===== src/rtl/nibble_add_pkg.sv =====
// nibble_add_pkg: shared nibble width, beat-count helpers and controller state encoding
package nibble_add_pkg;
  localparam int NIB_W = 4;
  typedef enum logic [1:0] {IDLE, RUN, DONE} state_t;
  function automatic int nbeats(int w);
    return w / NIB_W;
  endfunction
  function automatic int beat_w(int w);
    return (w / NIB_W > 1) ? $clog2(w / NIB_W) : 1;
  endfunction
endpackage


===== src/rtl/ripple_adder_4bit.sv =====
// ripple_adder_4bit: 4-bit ripple-carry adder slice shared by the serial add controller
module ripple_adder_4bit (
  input  logic [3:0] a,
  input  logic [3:0] b,
  input  logic       cin,
  output logic [3:0] sum,
  output logic       cout
);
  logic c;
  always_comb begin
    sum = '0;
    c = cin;
    for (int i = 0; i < 4; i++) begin
      sum[i] = a[i] ^ b[i] ^ c;
      c = (a[i] & b[i]) | (c & (a[i] ^ b[i]));
    end
    cout = c;
  end
endmodule


===== src/rtl/nibble_serial_add_ctrl.sv =====
// nibble_serial_add_ctrl: round-robin multi-requester W-bit adder sequenced over one 4-bit slice
// Define NIBBLE_ADD_APX_LSB_SKIP_EN to skip the low APX_NIBBLES nibbles (result bits forced to 0).
module nibble_serial_add_ctrl
  import nibble_add_pkg::*;
#(
  parameter int W           = 32,
  parameter int NREQ        = 2,
  parameter int APX_NIBBLES = 2
) (
  input  logic                    clk,
  input  logic                    rst,
  input  logic [NREQ-1:0]         req_valid,
  output logic [NREQ-1:0]         req_ready,
  input  logic [NREQ*W-1:0]       req_a,
  input  logic [NREQ*W-1:0]       req_b,
  output logic                    rsp_valid,
  input  logic                    rsp_ready,
  output logic [W-1:0]            rsp_sum,
  output logic                    rsp_cout,
  output logic [$clog2(NREQ)-1:0] rsp_id,
  output logic                    busy
);
  localparam int NB  = nbeats(W);
  localparam int BW  = beat_w(W);
  localparam int IDW = $clog2(NREQ);
`ifdef NIBBLE_ADD_APX_LSB_SKIP_EN
  localparam bit APX_EN = 1'b1;
`else
  localparam bit APX_EN = 1'b0;
`endif
  localparam logic [BW-1:0] FIRST = BW'(APX_EN ? APX_NIBBLES : 0);
  localparam logic [BW-1:0] LAST  = BW'(NB - 1);
  state_t state, state_d;
  logic [W-1:0]     a_r, b_r, res_r;
  logic             carry_r;
  logic [BW-1:0]    beat_r;
  logic [IDW-1:0]   id_r, rr_ptr, win, idx;
  logic             found, accept;
  logic [NIB_W-1:0] nib_sum;
  logic             nib_cout;
  // first valid requester at or above the pointer, wrapping
  always_comb begin
    found = 1'b0;
    win = '0;
    idx = '0;
    for (int k = 0; k < NREQ; k++) begin
      idx = IDW'((int'(rr_ptr) + k) % NREQ);
      if (!found && req_valid[idx]) begin
        found = 1'b1;
        win = idx;
      end
    end
  end
  always_comb begin
    state_d = state == IDLE ? (found ? RUN : IDLE) :
              state == RUN  ? (beat_r == LAST ? DONE : RUN) :
              state == DONE ? (rsp_ready ? IDLE : DONE) : IDLE;
  end
  always_ff @(posedge clk) begin
    if (!rst) state <= IDLE;
    else state <= state_d;
  end
  assign accept    = state == IDLE && found;
  assign req_ready = accept ? {{(NREQ-1){1'b0}}, 1'b1} << win : '0;
  assign rsp_valid = state == DONE;
  assign busy      = state != IDLE;
  assign rsp_sum   = res_r;
  assign rsp_cout  = carry_r;
  assign rsp_id    = id_r;
  ripple_adder_4bit u_add (
    .a    (a_r[beat_r*NIB_W +: NIB_W]),
    .b    (b_r[beat_r*NIB_W +: NIB_W]),
    .cin  (carry_r),
    .sum  (nib_sum),
    .cout (nib_cout)
  );
  // result is cleared on accept so skipped low nibbles read as zero
  always_ff @(posedge clk) begin
    if (!rst) begin
      a_r <= '0;
      b_r <= '0;
      res_r <= '0;
      carry_r <= 1'b0;
      beat_r <= '0;
      id_r <= '0;
      rr_ptr <= '0;
    end else if (accept) begin
      a_r <= req_a[win*W +: W];
      b_r <= req_b[win*W +: W];
      res_r <= '0;
      carry_r <= 1'b0;
      beat_r <= FIRST;
      id_r <= win;
      rr_ptr <= win == IDW'(NREQ - 1) ? '0 : win + 1'b1;
    end else if (state == RUN) begin
      res_r[beat_r*NIB_W +: NIB_W] <= nib_sum;
      carry_r <= nib_cout;
      beat_r <= beat_r + 1'b1;
    end
  end
endmodule


===== config.mk =====
export PLATFORM = sky130hd
export DESIGN_NAME = nibble_serial_add_ctrl
export DESIGN_NICKNAME = d
export VERILOG_FILES = /design/src/rtl/nibble_add_pkg.sv /design/src/rtl/ripple_adder_4bit.sv /design/src/rtl/nibble_serial_add_ctrl.sv
export SDC_FILE = /design/constraint.sdc
export NUM_CORES = 1
export LEC_CHECK = 0
export ABC_CLOCK_PERIOD_IN_PS = 3900
export CAP_MARGIN = 20
export CORE_ASPECT_RATIO = 1.5
export CORE_MARGIN = 4
export CORE_UTILIZATION = 46
export CTS_BUF_LIST = sky130_fd_sc_hd__clkbuf_8
export DETAILED_ROUTE_END_ITERATION = 8
export GPL_TIMING_DRIVEN = 0
export PLACE_DENSITY = 0.83
export SYNTH_ARGS = -nofsm -noshare
export SYNTH_HDL_FRONTEND = slang
export SYNTH_HIERARCHICAL = 1
export SYNTH_SLANG_ARGS = --single-unit

===== constraint.sdc =====
create_clock -name clk -period 3.9 [get_ports clk]
set_clock_uncertainty 0.05 [all_clocks]
set_input_delay 0.78 -clock clk [delete_from_list [all_inputs] [get_ports clk]]
set_output_delay 0.78 -clock clk [all_outputs]
set_load 0.05 [all_outputs]

======== Yosys cells after proc, flatten, opt, wreduce, memory -nomap -nowiden ========
Index checks and enable logic that the tools add are counted.
cells by class
  add/sub/neg operators ................... 4
  order comparisons ....................... 2
  eq/ne operators ......................... 3
  shift-type cells ........................ 7
  multiplexer cells ....................... 17
  bitwise gates (word level) .............. 21
  reduce and logical (&&, ||, !) cells .... 6
operators with widths
  kind                                                                           count
  64-bit by 7-bit indexed part select with 32-bit output                         2
  32-bit by 6-bit indexed part select with 4-bit output                          2
  5-bit negation with 34-bit output                                              1
  4-bit by 34-bit variable shift with 32-bit output (first input constant)       1
  4-bit by 34-bit indexed part select with 32-bit output                         1
  32-bit bitwise mux                                                             1
  2-bit 2-to-1 mux                                                               6
  1-bit 2-to-1 mux                                                               10
  1-bit AND                                                                      8
  1-bit bitwise XOR                                                              8
  1-bit by 2-bit less-than comparator with 1-bit output (second input constant)  2
  1-bit bitwise OR                                                               4
  3-bit by 1-bit adder with 3-bit output (second input constant)                 1
  3-bit == test (second input constant)                                          1
  1-bit adder (second input constant)                                            2
  2-bit by 1-bit == test with 1-bit output (second input constant)               1
  2-bit == test (second input constant)                                          1
  1-bit logical AND                                                              2
  2-bit logical NOT                                                              1
  2-bit nonzero test                                                             1
  2-bit OR reduction                                                             1
  1-bit by 1-bit << shifter with 2-bit output (first input constant)             1
  1-bit logical NOT                                                              1
  1-bit NOT                                                                      1
word-level totals
  register bits ........................... 104
  input port bits ......................... 133
  output and inout port bits .............. 38
  logic and storage cells ................. 68

======== Longest topological paths before layout ========
Gate-level depths: netlist (run 1).
  depth after elaboration ................. 11
  mapped depth ............................ 16
  mapped depth without buffers ............ 14

======== By module ========
The synthesis (run 1) kept the hierarchy.
modules (own cells, without submodules)
  module                  times used  cells each  area each (µm²)  seq. area each (µm²)
  nibble_serial_add_ctrl  1           456         4,495.6          2,082.0
  ripple_adder_4bit       1           14          117.6            0.0

======== Worst setup path after synthesis (run 1) ========
Ideal clock, no wire load.
  path type ............................... register to register
  start point ............................. register beat_r[0]
  end point ............................... register res_r[23], in the netlist rsp_sum[23]
  library setup time ...................... 0.065 ns
  arrival time ............................ 3.349 ns
  required time ........................... 3.785 ns
  setup slack ............................. 0.435 ns
  cell stages (with the launch flop) ...... 17
  path buffers ............................ 2
  period minus slack after synthesis ...... 3.465 ns
  path through ............................ dfxtp_1 -> buf_2 -> buf_2 -> mux4_2 -> nand2_1 -> nand2_1 -> fa_1 -> inv_1 -> fa_1 -> inv_1 -> fa_1 -> inv_1 -> fa_1 -> inv_1 -> and2_1 -> mux2i_1 -> nor2_1
between the ends
  word-level cells in the longest chain between the ends .. 11
  elaborated cells between the ends (all ways) .. 23
  classes of those cells .................. add/sub (1); shift (4); mux (1); bitwise (17)
ends and longest elaborated chain
  item                                                                      RTL line                                                    source
  from (decl)                                                               nibble_serial_add_ctrl.sv:36                                logic [BW-1:0] beat_r;
  from (signal assigned)                                                    nibble_serial_add_ctrl.sv:98                                beat_r <= beat_r + 1'b1;
  32-bit by 6-bit indexed part select with 4-bit output (on tied branches)  nibble_serial_add_ctrl.sv:71, nibble_serial_add_ctrl.sv:72
  1-bit bitwise XOR                                                         ripple_adder_4bit.sv:15                                     c = (a[i] & b[i]) | (c & (a[i] ^ b[i]));
  1-bit AND                                                                 ripple_adder_4bit.sv:15
  1-bit bitwise OR                                                          ripple_adder_4bit.sv:15
  1-bit AND                                                                 ripple_adder_4bit.sv:15
  1-bit bitwise OR                                                          ripple_adder_4bit.sv:15
  1-bit AND                                                                 ripple_adder_4bit.sv:15
  1-bit bitwise OR                                                          ripple_adder_4bit.sv:15
  1-bit bitwise XOR (*)                                                     ripple_adder_4bit.sv:14                                     sum[i] = a[i] ^ b[i] ^ c;
  via nib_sum[3]                                                            nibble_serial_add_ctrl.sv:39                                logic [NIB_W-1:0] nib_sum;
  4-bit by 34-bit indexed part select with 32-bit output (*)                nibble_serial_add_ctrl.sv:96                                res_r[beat_r*NIB_W +: NIB_W] <= nib_sum;
  32-bit bitwise mux (*)                                                    nibble_serial_add_ctrl.sv:96
  to (signal, indexed assignment)                                           nibble_serial_add_ctrl.sv:96
  to (decl)                                                                 nibble_serial_add_ctrl.sv:34                                logic [W-1:0] a_r, b_r, res_r;
Mark *: on every way through the listed nets, which the timed path passes. The rest lies on a longest branch.
A chain may end at the register's enable or synchronous reset.

======== Final worst setup path (run 1) ========
  start point ............................. register beat_r[1]
  end point ............................... register res_r[23], in the netlist rsp_sum[23]
The elaborated chain is that of the path after synthesis.

==> key figures, run 1 <==
Final layout
  • Nets: approximately 800
  • Final Cell Area: 6690 µm²
  • # fillers: between 700 and 800
  • Synth-to-layout area growth: 44.9%
  • Ant diodes: 0
  • Layout cell share with drive strength beyond 1: 7.95%
  • Layout Utilization: approximately two thirds

Setup path
  • Max incr delay on CP: approximately 0.57 ns
  • Reg2reg setup slack: around 0.19 ns
  • Crit-path max FO: 19
  • Worst R2R Path Depth: 15
  • Reg-to-reg startpoint: beat_r[1]
  • Arrival time at the worst endpoint: about 4 ns
  • CP Cell Sequence: buf_2, mux4_2, nand2_1, nand2_1, fa_1, inv_1, fa_1, inv_1, fa_1, inv_1, fa_1, inv_1, and2_1, mux2i_1, nor2_1
  • Slowest cell on the critical path: mux4_2
  • CP Data Required Time: 4.18 ns
  • Setup crit start kind: flop
  • Crit Path Class: reg2reg
  • CP Capture Type: flop
  • R2r endpoint: rsp_sum[23]

STA
  • Final Max Tran Viols: 0
  • Tcrit/Tclk final: a little over nine tenths
  • Tmin final: about 3.7 ns
  • Hold Vio Cnt, Final: 0
  • Final TNS setup: 0 ns
  • Final Setup Violations: 0
  • Worst slew pin tran: 0.912 ns
  • Final Hold Slack: about 0.41 ns
  • Slew margin rel.: between 30% and 40%
  • Max Clk Rate: around 270 MHz
  • RSZ-0062 raised after global routing: false

Synth
  • Post-synthesis register bit count: 104
  • Syn Nets: between 600 and 700
  • Mapped Cells: between 400 and 500
  • Post-synthesis sequential area ratio: 45.1%
  • Largest cells by area after synthesis: dfxtp_1 (45%), a222oi_1 (10%), mux4_2 (7.8%)
  • Post-synth top area cell: dfxtp_1
  • Netlist cell types: 36
  • Synthesized area per cell: 9.82 µm²
  • Mapped Area: ~4600 µm²
  • Top cell type's share of synthesized area: 45.1%
  • Syn. warnings: 6

Clocking
  • Reg clk slew, reported paths: 0.10 ns
  • Clk sinks: around 100
  • H-Tree Depth: 3
  • Worst-case clock buffer depth: 2
  • Post-CTS setup buffers: 0
  • Cts bufs inserted: 9
  • CTS tree: done
  • Clk root buf: clkbuf_8
  • Clock Latency Late Sink: 0.39 ns
  • Hold-fix buffers, CTS: 0

Run
  • Max-cap viol count: 0

Die
  • Die H: 131 µm
  • Rows: 44
  • Die Footprint: 11700 µm²
  • IO Pins: 171
  • Die width: 89.8 µm
  • Core footprint: 9740 µm²
  • Initial Util: approximately 47%

Pwr
  • Power Total: 2300 µW
  • Pwr dens: between 300 and 400 nW/µm²
  • Maximum VDD drop: roughly 230 µV
  • Static leakage: ~0.0028 µW

Placed design
  • I/O Buffers: 170
  • Gpl congestion: slightly below 0.9
  • Post-Place Cell Area: approximately 6500 µm²
  • Hpwl dp: between 10 and 15 mm

Route
  • WL per Instance: roughly 18 µm
  • Vias: approximately 4400
  • First-pass DRT Iterations: 8
  • Vias per cell: ~5.7
  • Iteration-0 DRC count of the detailed router: around 390
  • Antenna violation net count after detailed routing: 0
  • Residual DRC: 0
  • Post-Route WL: 14.1 mm

Global route
  • Tot GR Track Use: 23.7%
  • Grt total ovfl: 0
  • Vias in the first global route: around 4600
  • First-pass GRT wire length: 22.0 mm
  • Initial antenna violation count: 0
  • Largest net degree at the start of global routing: 20

Min path
  • Hold crit path type: reg2reg
  • Hold Crit Depth: 2
  • WHS Endpoint: rsp_sum[19]
  • Hold path startpoint: rsp_sum[19]

Status
  • Status: finished clean
[layout by cell type (no fill, tap or decap), types with 12 or more instances in the layout]
cell type,n
clkbuf_1,20
mux4_2,16
inv_1,58
dfxtp_1,104
a21oi_1,24
mux2i_1,29
a22oi_1,18
clkdlybuf4s50_1,168
a222oi_1,47
nand2_1,48
clkbuf_8,12
nor2_1,46
[kinds of logic (layout without fill, tap and decap cells)]
family	Yosys count	count (layout)	share of synthesized area [%]
and+or+nand+nor	126	126	13.2
xor gates and xnor gates	1	1	0.190
buffers and inverters	92	276	7.81
adders and majority gates	9	9	3.09
DFF	104	104	45.1
muxes	45	45	14.1
AOI/OAI and AO/OA	93	93	16.5
[where the power goes]
part	leakage [µW]	total (µW)	internal [µW]	switching [µW]
Clock	0.000107	722	350	371
Combinational	0.00185	419	233	186
Sequential	0.000850	1160	1120	36.7
[how the worst max path moves through the flow]
stage | startpoint | end | slack, ns | cells after the start
final | beat_r[1] | rsp_sum[23] | 0.19 | 15
after global routing | beat_r[0] | rsp_sum[7] | 0.007 | 16
after CTS | req_valid[0] | req_ready[0] | 0.05 | 5
after detailed placement | beat_r[1] | rsp_sum[7] | -0.07 | 16
after global placement | beat_r[1] | rsp_sum[7] | -0.01 | 16
after floorplan | beat_r[0] | rsp_sum[23] | 0.44 | 16
[area by class of cell]
type	instances	area [µm²]	share of cell area, %
plain buffers	32	148	2.21
clock buffers	12	165	2.47
clock inverters	3	48.8	0.730
inverters	59	225	3.37
multi-input cells	274	2170	32.5
flip-flops and latches	104	2080	31.1
well taps	115	144	2.15
repair buffers	170	1700	25.5
[Yosys cell counts]
cell       instances
a222oi_1          47
nand2_1           48
a2111oi_0          1
nor3b_1            1
buf_2             12
xnor2_1            1
nor4b_2            1
nand3_1            4
nor2_2             1
mux2i_1           29
nand4b_1           1
or3_1              2
or2_2              1
or4_1              1
nor2_1            46
ha_1               5
nor4b_4            1
fa_1               4
and2_1             8
a21bo_2            1
inv_1             58
clkinv_1           1
buf_1              1
clkbuf_1          20
nor4_1             2
or4b_4             1
nand4bb_1          1
or3b_2             1
mux4_2            16
dfxtp_1          104
a21o_1             2
a22oi_1           18
nor2b_1            4
nor4b_1            1
nor3b_4            1
a21oi_1           24
[metal layers]
layer / GRT usage, % / vias up / part of all wire (%)
met4: 16.9 / 0 / 6.0
met2: 44.2 / 217 / 52
li1: - / 2059 / -
met1: 22.8 / 2053 / 34
met5: 0 / - / 0
met3: 5.90 / 58 / 7.8
[repair_timing]
action / in CTS / in global routing
setup endpoints to repair: 7 / 8
endpoints found under the hold margin: 0 / 0
resized for setup: 2 / 6
[state kept, by name, summed over array words and instances (netlist names)]
register / count
a_r: 32
b_r: 32
beat_r: 3
rr_ptr: 1
rsp_cout: 1
rsp_id: 1
rsp_sum: 32
state: 2
[stage by stage]
step	setup slack, ns	cells
global route	0.00656	769
finish	0.186	769
CTS	0.0470	769
global placement	-0.0142	755
detailed placement	-0.0670	755
floorplan	0.435	470
[critical path: cells and delay by family (launching register included)]
family | cells | cell delay, ns
buffers and inverters | 5 | 0.77
muxes | 2 | 0.68
and+or+nand+nor | 4 | 0.51
adders and majority gates | 4 | 1.31
DFF | 1 | 0.35
Power figures use the tool's default switching activity.
==> inputs of run 2 (changes only) <==
CORE_UTILIZATION = 45   (was 46)
PLACE_DENSITY = 0.81   (was 0.83)
==> run 2 against run 1 <==
Net effect: clock-buffer cell count is 3 lower; clock power is 9.6% lower; setup slack worse by 0.013 ns; first-iteration DRC count is 7.2% higher; global-route usage is 0.46 points lower; die area is 2.1% higher; critical path type unchanged; largest cell class unchanged.
==> key figures, run 2 (same netlist as run 1, synthesis figures left out) <==
Min path
  • WHS Endpoint: rsp_id
  • Hold path startpoint: rsp_id
  • Hold Crit Depth: 1
  • Hold crit path type: reg2reg

Route
  • Vias: approximately 4400
  • Vias per cell: 5.69
  • First-pass DRT Iterations: 9
  • WL per Instance: roughly 18 µm
  • Residual DRC: 0
  • Post-Route WL: between 10 and 15 mm
  • Iteration-0 DRC count of the detailed router: 416
  • Antenna violation net count after detailed routing: 0

Placed design
  • Hpwl dp: approximately 11 mm
  • Place WS: -0.134 ns
  • Gpl congestion: between 0.8 and 0.9
  • Post-Place Cell Area: 6460 µm²
  • I/O Buffers: 170

Clocking
  • Post-CTS setup buffers: 0
  • CTS tree: done
  • Cts bufs inserted: 9
  • Clk sinks: between 100 and 150
  • Clock Latency Late Sink: around 0.37 ns
  • Worst-case clock buffer depth: 2
  • Reg clk slew, reported paths: about 0.09 ns
  • H-Tree Depth: 3
  • Clk root buf: clkbuf_8

Die
  • Die width: approximately 91 µm
  • Initial Util: a little under half
  • Die H: approximately 130 µm
  • Rows: 45
  • Core footprint: just over 10000 µm²
  • Die Footprint: approximately 12000 µm²
  • IO Pins: roughly 170

STA
  • RSZ-0062 raised after global routing: false
  • Setup ws final: approximately 0.17 ns
  • Final Max Tran Viols: 0
  • Worst slew pin tran: around 0.85 ns
  • Final TNS setup: 0 ns
  • Final Setup Violations: 0
  • Hold Vio Cnt, Final: 0
  • Tmin final: 3.73 ns
  • Slew margin rel.: a little over two fifths
  • Max Clk Rate: roughly 270 MHz
  • Tcrit/Tclk final: a little over nine tenths

Final layout
  • Final Cell Area: ~6700 µm²
  • Layout cell share with drive strength beyond 1: just over 8%
  • Ant diodes: 0
  • Synth-to-layout area growth: 44.5%
  • Nets: between 700 and 800
  • Most frequent cells in the layout: clkdlybuf4s50_1 (168), dfxtp_1 (104), inv_1 (59)
  • # fillers: around 780
  • Most common cell after layout, fill and taps aside: clkdlybuf4s50_1

Global route
  • Vias in the first global route: between 4000 and 5000
  • Tot GR Track Use: 23.2%
  • First-pass GRT wire length: 22.0 mm
  • Largest net degree at the start of global routing: 20
  • Grt total ovfl: 0
  • Initial antenna violation count: 0

Run
  • Max-cap viol count: 0

Setup path
  • R2r endpoint: rsp_sum[7]
  • Reg2reg setup slack: about 0.17 ns
  • CP Capture Type: flop
  • Setup crit start kind: flop
  • Reg-to-reg startpoint: beat_r[1]
  • Arrival time at the worst endpoint: roughly 4 ns
  • CP Data Required Time: between 4 and 5 ns
  • Crit-path max FO: 19
  • Crit Path Class: reg2reg
  • Worst R2R Path Depth: 15

Status
  • Status: finished clean

Pwr
  • Maximum VDD drop: around 230 µV
  • Static leakage: roughly 0.0028 µW
  • Pwr dens: ~330 nW/µm²
==> run 2: changes by cell type in the layout (fill, tap and decap cells not counted) <==
cell	delta
clkbuf_8	-3
clkinv_2	+3
and2_1	-1
and2_2	+1
clkinvlp_4	+1
inv_1	+1
inv_8	-1
==> run 2: layout make-up <==
type,count,area [µm²],share of cell area (%)
Multi-Input combinational cell,274,2170,32.6
Clock buffer,9,124,1.86
Buffer,32,148,2.22
Inverter,59,225,3.38
Timing Repair Buffer,170,1700,25.6
Tap cell,117,146,2.20
Sequential cell,104,2080,31.2
Clock inverter,7,63.8,0.958
==> run 2: metal layers <==
layer | GRT usage, % | wire (µm) | share of wire (%)
met5 | 0 | 0 | 0
met4 | 13.7 | 705 | 5.0
met3 | 4.91 | 1010 | 7.1
met2 | 44.0 | 7720 | 54
met1 | 22.6 | 4770 | 34
==> run 2: report_power, final <==
group | internal (µW) | switching (µW)
combinational | 233 | 189
sequential | 1120 | 37.4
clock | 291 | 362
total | 1640 | 588
==> run 2: critical path, cell delays in order (launching register included) <==
cell     delay (ns)
dfxtp_1        0.35
buf_2          0.44
mux4_2         0.56
nand2_1        0.08
nand2_1        0.08
fa_1           0.38
inv_1          0.08
fa_1           0.17
inv_1          0.06
fa_1           0.37
inv_1          0.09
fa_1           0.40
inv_1          0.14
and2_2         0.21
mux2i_1        0.08
nor2_1         0.11
==> run 2: worst max-delay path by stage <==
stage | start | end | slack [ns] | cells past startpoint
3_5_place_dp | beat_r[0] | rsp_sum[7] | -0.13 | 16
5_1_grt | beat_r[1] | rsp_sum[23] | 0.0004 | 15
3_3_place_gp | beat_r[1] | rsp_sum[7] | -0.01 | 16
4_1_cts | beat_r[0] | rsp_sum[7] | 0.05 | 16
2_1_floorplan | beat_r[0] | rsp_sum[23] | 0.44 | 16
6_report | beat_r[1] | rsp_sum[7] | 0.17 | 15
==> run 2: through the flow <==
step | hold WS, ns | utilization, % | power, µW | std cells
3_5_place_dp | 0.396 | 64.1 | 1600 | 757
3_3_place_gp | 0.391 | 64.1 | 1580 | 757
4_1_cts | 0.420 | 66.0 | 2240 | 772
5_1_grt | 0.433 | 66.1 | 2320 | 772
2_1_floorplan | 0.400 | - | 1380 | 470
6_report | 0.412 | 66.1 | 2230 | 772
==> run 2: timing repair <==
| item | CTS | global route |
|---|---|---|
| endpoints found under the setup margin | 7 | 7 |
| hold buffers | 0 | 0 |
| gates resized for setup | 3 | 6 |
| pin swaps | 0 | 0 |
